File: src/rtl/ultrasound_ping_sequencer.sv
// ultrasound_ping_sequencer
//   Runs one ultrasonic ranging cycle per start request:
//   trigger pulse -> wait for echo -> measure echo width in timer ticks
//   -> quiet holdoff. Interval timing (trigger width, echo timeout,
//   holdoff) comes from an external programmable timer driven through
//   timer_start/timer_length and observed on timer_expired.
//
//   Ports
//     clk           in   system clock
//     reset         in   asynchronous, active-high reset
//     start         in   request one ping (sampled only when idle)
//     echo_in       in   raw sensor echo, asynchronous to clk
//     timer_expired in   expired level from the external timer
//     timer_start   out  one-cycle start pulse to the external timer
//     timer_length  out  interval count for the external timer (10 bits)
//     trigger       out  sensor trigger pin
//     echo_ticks    out  last echo width in ticks, 1023 on timeout
//     valid         out  one-cycle pulse when echo_ticks/timeout update
//     timeout       out  1 = last result had no complete echo
//     busy          out  high whenever a ping is in progress
//
//   Build option
//     ECHO_FILTER_EN : when defined, the synchronized echo only changes
//     level after 4 consecutive identical samples (glitch rejection,
//     edge latency 6 cycles instead of 2).
module ultrasound_ping_sequencer #(
  parameter int COUNT_GOAL  = 2024,
  parameter int TRIGGER_LEN = 1,
  parameter int TIMEOUT_LEN = 500,
  parameter int HOLDOFF_LEN = 800
) (
  input  logic       clk,
  input  logic       reset,
  input  logic       start,
  input  logic       echo_in,
  input  logic       timer_expired,
  output logic       timer_start,
  output logic [9:0] timer_length,
  output logic       trigger,
  output logic [9:0] echo_ticks,
  output logic       valid,
  output logic       timeout,
  output logic       busy
);

  localparam int         DIV_W     = (COUNT_GOAL > 1) ? $clog2(COUNT_GOAL) : 1;
  localparam logic [9:0] TICKS_MAX = 10'd1023;

  typedef enum logic [2:0] {
    S_IDLE,
    S_TRIG,
    S_WAIT_RISE,
    S_MEASURE,
    S_HOLDOFF
  } state_t;

  function automatic logic [9:0] sat_inc(input logic [9:0] v);
    return (v == TICKS_MAX) ? v : v + 10'd1;
  endfunction

  state_t             state_q, state_d;
  logic               trigger_q, trigger_d;
  logic               tstart_q, tstart_d;
  logic [9:0]         tlen_q, tlen_d;
  logic [9:0]         ticks_q, ticks_d;
  logic               valid_q, valid_d;
  logic               tout_q, tout_d;
  logic [DIV_W-1:0]   div_q, div_d;
  logic [9:0]         width_q, width_d;
  logic               sync1_q, sync2_q, echo_prev_q;
  logic               echo_lvl, echo_rise, echo_fall, exp_ok, to_holdoff;

  // Echo synchronizer; echo_prev_q is the edge-detect history.
  always_ff @(posedge clk or posedge reset) begin
    if (reset) begin
      sync1_q     <= 1'b0;
      sync2_q     <= 1'b0;
      echo_prev_q <= 1'b0;
    end else begin
      sync1_q     <= echo_in;
      sync2_q     <= sync1_q;
      echo_prev_q <= echo_lvl;
    end
  end

`ifdef ECHO_FILTER_EN
  logic       filt_q, filt_d;
  logic [1:0] fcnt_q, fcnt_d;

  // fcnt counts consecutive samples disagreeing with the filtered level;
  // the fourth disagreeing sample flips the level.
  always_comb begin
    filt_d = filt_q;
    fcnt_d = 2'd0;
    if (sync2_q != filt_q) begin
      if (fcnt_q == 2'd3) filt_d = sync2_q;
      else                fcnt_d = fcnt_q + 2'd1;
    end
  end

  always_ff @(posedge clk or posedge reset) begin
    if (reset) begin
      filt_q <= 1'b0;
      fcnt_q <= 2'd0;
    end else begin
      filt_q <= filt_d;
      fcnt_q <= fcnt_d;
    end
  end

  assign echo_lvl = filt_q;
`else
  assign echo_lvl = sync2_q;
`endif

  assign echo_rise = echo_lvl & ~echo_prev_q;
  assign echo_fall = ~echo_lvl & echo_prev_q;
  // While our start pulse is in flight the timer still shows the previous
  // interval's expired level.
  assign exp_ok    = timer_expired & ~tstart_q;

  always_comb begin
    state_d    = state_q;
    tstart_d   = 1'b0;
    tlen_d     = tlen_q;
    ticks_d    = ticks_q;
    valid_d    = 1'b0;
    tout_d     = tout_q;
    div_d      = div_q;
    width_d    = width_q;
    to_holdoff = 1'b0;
    unique case (state_q)
      S_IDLE: begin
        if (start) begin
          state_d  = S_TRIG;
          tstart_d = 1'b1;
          tlen_d   = 10'(TRIGGER_LEN);
        end
      end
      S_TRIG: begin
        if (exp_ok) begin
          state_d  = S_WAIT_RISE;
          tstart_d = 1'b1;
          tlen_d   = 10'(TIMEOUT_LEN);
        end
      end
      S_WAIT_RISE: begin
        if (exp_ok) begin
          ticks_d    = TICKS_MAX;
          tout_d     = 1'b1;
          to_holdoff = 1'b1;
        end else if (echo_rise) begin
          state_d = S_MEASURE;
          div_d   = '0;
          width_d = 10'd0;
        end
      end
      S_MEASURE: begin
        // A falling edge takes priority over a simultaneous timeout.
        if (echo_fall) begin
          ticks_d    = width_q;
          tout_d     = 1'b0;
          to_holdoff = 1'b1;
        end else if (exp_ok) begin
          ticks_d    = TICKS_MAX;
          tout_d     = 1'b1;
          to_holdoff = 1'b1;
        end else if (div_q == DIV_W'(COUNT_GOAL - 1)) begin
          div_d   = '0;
          width_d = sat_inc(width_q);
        end else begin
          div_d = div_q + DIV_W'(1);
        end
      end
      S_HOLDOFF: begin
        if (exp_ok) state_d = S_IDLE;
      end
      default: state_d = S_IDLE;
    endcase
    if (to_holdoff) begin
      state_d  = S_HOLDOFF;
      tstart_d = 1'b1;
      tlen_d   = 10'(HOLDOFF_LEN);
      valid_d  = 1'b1;
    end
  end

  assign trigger_d = (state_d == S_TRIG);

  always_ff @(posedge clk or posedge reset) begin
    if (reset) begin
      state_q   <= S_IDLE;
      trigger_q <= 1'b0;
      tstart_q  <= 1'b0;
      tlen_q    <= 10'd0;
      ticks_q   <= 10'd0;
      valid_q   <= 1'b0;
      tout_q    <= 1'b0;
      div_q     <= '0;
      width_q   <= 10'd0;
    end else begin
      state_q   <= state_d;
      trigger_q <= trigger_d;
      tstart_q  <= tstart_d;
      tlen_q    <= tlen_d;
      ticks_q   <= ticks_d;
      valid_q   <= valid_d;
      tout_q    <= tout_d;
      div_q     <= div_d;
      width_q   <= width_d;
    end
  end

  assign timer_start  = tstart_q;
  assign timer_length = tlen_q;
  assign trigger      = trigger_q;
  assign echo_ticks   = ticks_q;
  assign valid        = valid_q;
  assign timeout      = tout_q;
  assign busy         = (state_q != S_IDLE);

endmodule

File: config.mk
export PLATFORM = sky130hd
export DESIGN_NAME = ultrasound_ping_sequencer
export DESIGN_NICKNAME = d
export VERILOG_FILES = /design/src/rtl/ultrasound_ping_sequencer.sv
export SDC_FILE = /design/constraint.sdc
export NUM_CORES = 1
export LEC_CHECK = 0
export BUFFER_PORTS_ARGS = -buffer_cell sky130_fd_sc_hd__buf_2
export CORE_ASPECT_RATIO = 1.5
export CORE_MARGIN = 1.5
export CORE_UTILIZATION = 49
export CTS_BUF_LIST = sky130_fd_sc_hd__clkbuf_16
export CTS_CLUSTER_DIAMETER = 120
export DETAILED_ROUTE_END_ITERATION = 6
export HOLD_SLACK_MARGIN = 0.12
export PLACE_DENSITY = 0.7
export SLEW_MARGIN = 30
export SYNTH_ARGS = -nofsm -noshare
export SYNTH_HDL_FRONTEND = slang
export SYNTH_SLANG_ARGS = --single-unit
File: constraint.sdc
create_clock -name clk -period 3.75 [get_ports clk]
set_clock_uncertainty 0.05 [all_clocks]
set_input_delay 0 -clock clk [delete_from_list [all_inputs] [get_ports clk]]
set_output_delay 0 -clock clk [all_outputs]
set_load 0.05 [all_outputs]
==> impl_metrics.prom <==
# TYPE chip_impl_metric gauge
chip_impl_metric{name="static-leakage-power",unit="nW"} 1.088
chip_impl_metric{name="nets",unit=""} 264
chip_impl_metric{name="synth_top_area_share",unit=""} 0.5011
chip_impl_info{name="type_of_the_most_critical_hold_path",value="in -> reg"} 1
chip_impl_info{name="crit-reg2reg-launch",value="state_q[2]"} 1
chip_impl_metric{name="worst-r2r-cell-count",unit=""} 4
chip_impl_metric{name="synth-edff-count",unit=""} 0
chip_impl_metric{name="yosysUniqueCellTypes",unit=""} 47
chip_impl_metric{name="cp_slowest_stage_delay",unit="ns"} 0.85
chip_impl_info{name="yosys-top-cells-area",value="sky130_fd_sc_hd__dfrtp_1 50%, sky130_fd_sc_hd__o21ai_0 4.2%, sky130_fd_sc_hd__nor2_1 4.2%"} 1
chip_impl_info{name="root_buffer",value="sky130_fd_sc_hd__clkbuf_16"} 1
chip_impl_info{name="crit_end_category",value="register"} 1
chip_impl_metric{name="cts-buffers-inserted",unit=""} 5
chip_impl_metric{name="cell_rows",unit=""} 30
chip_impl_metric{name="gp_congestion",unit=""} 0.8491
chip_impl_info{name="most_area_hungry_cell_type_in_the_yosys_netlist",value="sky130_fd_sc_hd__dfrtp_1"} 1
chip_impl_metric{name="clk-insertion-delay-late",unit="ns"} 0.28
chip_impl_metric{name="final_antenna_net_count",unit=""} 0
chip_impl_metric{name="cts_clock_pin_slew_for_the_worst_setup_and_hold_paths",unit="ns"} 0.06
chip_impl_metric{name="flow.area_growth_from_synthesis",unit="%"} 13.03
chip_impl_metric{name="first_iter_violations",unit=""} 56
chip_impl_metric{name="avgViaCountPerCell",unit=""} 6.039
chip_impl_metric{name="final.min_clock_period",unit="ns"} 2.620
chip_impl_metric{name="die_width",unit="um"} 58.30
chip_impl_info{name="most_frequent_cp_cell",value="sky130_fd_sc_hd__or4_1"} 1
chip_impl_metric{name="cp.arrival",unit="ns"} 2.74
chip_impl_metric{name="grt_start_max_net_pins",unit=""} 46
chip_impl_metric{name="final_max_slew_viol_count",unit=""} 0
chip_impl_metric{name="grt_remaining_overflow",unit=""} 0
chip_impl_metric{name="drt_pass1_iterations",unit=""} 4
chip_impl_metric{name="floorplan.die_area",unit="um^2"} 5010
chip_impl_metric{name="antenna_found_initial",unit=""} 0
chip_impl_info{name="crit_type",value="reg -> reg"} 1
chip_impl_metric{name="io_buffer_count",unit=""} 27
chip_impl_metric{name="critical_path.max_fanout",unit=""} 21
chip_impl_metric{name="maximum_level_of_the_cts_h_tree",unit=""} 2
chip_impl_metric{name="finalHoldViolCount",unit=""} 0
chip_impl_metric{name="hold-path-cell-count",unit=""} 3
chip_impl_metric{name="postSynthAreaPerCell",unit="um^2"} 9.522
chip_impl_metric{name="fmax",unit="MHz"} 381.7
chip_impl_metric{name="grt_first_pass_wirelength",unit="mm"} 8.079
chip_impl_info{name="hold_start",value="timer_expired"} 1
chip_impl_metric{name="cellPowerDensity",unit="nW/um^2"} 861.0
chip_impl_metric{name="finalCoreUtilization",unit=""} 0.5686
chip_impl_info{name="synth.top_cells.by_count",value="45 x sky130_fd_sc_hd__dfrtp_1, 25 x sky130_fd_sc_hd__nor2_1, 19 x sky130_fd_sc_hd__nand2_1, 19 x sky130_fd_sc_hd__o21ai_0, 14 x sky130_fd_sc_hd__clkbuf_1"} 1
chip_impl_info{name="critPathSlowestCell",value="sky130_fd_sc_hd__or4_1"} 1
chip_impl_info{name="start_kind",value="register"} 1
chip_impl_metric{name="final.setup.tns",unit="ns"} 0
chip_impl_metric{name="irDropWorstVdd",unit="V"} 0.0006269
chip_impl_metric{name="worst_slew_pin_slew",unit="ns"} 0.8310
chip_impl_metric{name="synthArstFlopShare",unit=""} 1.000
chip_impl_metric{name="setup_violations",unit=""} 0
chip_impl_metric{name="timing.hold.ws",unit="ns"} 0.1413
chip_impl_metric{name="num_io_pins",unit=""} 30
chip_impl_metric{name="slew_headroom",unit=""} 0.4434
chip_impl_info{name="hold-path-endpoint",value="trigger"} 1
chip_impl_metric{name="synth.cell_area",unit="um^2"} 2247
chip_impl_metric{name="setup_ws",unit="ns"} 1.130
chip_impl_metric{name="overall_fraction_of_global_route_tracks_in_use",unit=""} 0.2032
chip_impl_metric{name="wl_per_cell",unit="um"} 15.17
chip_impl_metric{name="n_antenna_cell",unit=""} 0
chip_impl_metric{name="route.final.wire_length",unit="mm"} 4.628
chip_impl_info{name="outcome",value="completed"} 1
chip_impl_metric{name="postSynthCellCount",unit=""} 236
chip_impl_metric{name="synth.yosys.warnings",unit=""} 0
chip_impl_metric{name="cts_repair_resize_count",unit=""} 0
chip_impl_metric{name="max-cap-violations",unit=""} 0
chip_impl_metric{name="first_global_vias",unit=""} 1725
chip_impl_info{name="timing.rr.end",value="width_q[5]"} 1
chip_impl_metric{name="regToRegSetupSlack",unit="ns"} 1.13
chip_impl_metric{name="clock-sinks",unit=""} 45
chip_impl_metric{name="drc",unit=""} 0
chip_impl_metric{name="seq_area_frac_synth",unit=""} 0.5011
chip_impl_info{name="cp_cell_sequence",value="nand2b_4 -> or4_1 -> or4_1 -> o31ai_1"} 1
chip_impl_metric{name="synth-seq-cells",unit=""} 45
chip_impl_metric{name="drive_above_1_share",unit=""} 0.1751
chip_impl_info{name="tritoncts",value="yes"} 1
chip_impl_metric{name="detailroute.via_count",unit=""} 1842
chip_impl_info{name="synthMostInstantiatedCell",value="sky130_fd_sc_hd__dfrtp_1"} 1
chip_impl_metric{name="floorplan.die.height",unit="um"} 85.94
chip_impl_info{name="grt_setup_unrepaired",value="false"} 1
chip_impl_metric{name="final.period_utilization",unit=""} 0.6987
chip_impl_info{name="ys.flop_type",value="sky130_fd_sc_hd__dfrtp_1"} 1
chip_impl_metric{name="hpwl",unit="mm"} 3.187
chip_impl_metric{name="cp.required",unit="ns"} 3.87
chip_impl_metric{name="cts.path.max_buffers",unit=""} 2
chip_impl_metric{name="placement.setup.worst_slack",unit="ns"} 1.175
chip_impl_metric{name="floorplan.initialDensity",unit=""} 0.5031
chip_impl_metric{name="floorplan.core_area",unit="um^2"} 4467
state kept, by name, summed over array words and instances (netlist names):
name          count
valid             1
div_q            11
state_q           3
sync1_q           1
echo_prev_q       1
timeout           1
width_q          10
timer_start       1
echo_lvl          1
echo_ticks       10
timer_length      4
trigger           1
how the worst max path moves through the flow:
stage	end	cells past startpoint	slack, ns	start
after floorplan	width_q[9]	6	1.49	timer_start
after global placement	div_q[7]	5	1.24	state_q[2]
after detailed placement	width_q[5]	4	1.17	state_q[2]
after CTS	width_q[5]	4	1.15	state_q[2]
after global routing	width_q[5]	4	1.04	state_q[1]
final	width_q[5]	4	1.13	state_q[2]
repair_timing:
item,4_1_cts,5_1_grt
buffers inserted,0,0
hold buffers,3,0
hold endpoints to repair,48,0
logic make-up after synthesis:
logic type / share of synthesized area
mux: 0.005011
buf+inv: 0.06069
flops: 0.5011
other cells: 0.001669
fa+ha+maj: 0.01113
simple gates: 0.2171
compound gates: 0.2032
layer usage:
metal / track usage / up-vias / share of wire
met2: 0.3187 / 41 / 0.52
met1: 0.2741 / 893 / 0.43
met5: 0 / - / 0
met4: 0.07611 / 0 / 0.0089
met3: 0.04223 / 4 / 0.039
li1: - / 904 / -
through the flow:
stage	cell area [um^2]	power [mW]	cells
after floorplan	2251	1.590	237
after global placement	2374	1.770	295
after detailed placement	2374	1.786	295
after CTS	2540	2.204	305
after global routing	2540	2.318	305
final	2540	2.187	305
placed cells by master (no fill, tap or decap), drive strengths merged, types with 4 or more instances in the layout:
cell type	count
nand2b	5
nor4	4
and2	4
buf	33
and3	5
inv	4
clkbuf	5
o21ai	19
nand3	7
nor2	25
dfrtp	45
nand2	19
or4	5
or3	4
a21oi	6
o31ai	9
nand4	4
a21o	4
a22o	4
o41ai	5
power breakdown:
part           total, mW  switching, mW  internal (mW)  leakage (nW)
Sequential         0.856          0.190          0.667         0.556
Clock              0.411          0.171          0.241        0.0633
Combinational      0.919          0.646          0.273         0.468
Total               2.19           1.01           1.18          1.09
cell type report:
class | instances | area [um^2]
Timing Repair Buffer | 36 | 210.2
Fill cell | 388 | 1927
Multi-Input combinational cell | 164 | 988.4
Sequential cell | 45 | 1126
Tap cell | 48 | 60.06
Clock inverter | 2 | 11.26
Clock buffer | 5 | 125.1
Inverter | 5 | 18.77
critical path, delay by kind of cell (launching register included):
kind,cells,cell delay (ns)
AO/OA/AOI/OAI,1,0.31
flip-flops,1,0.47
AND/OR/NAND/NOR,3,1.68
Power figures use the tool's default switching activity.
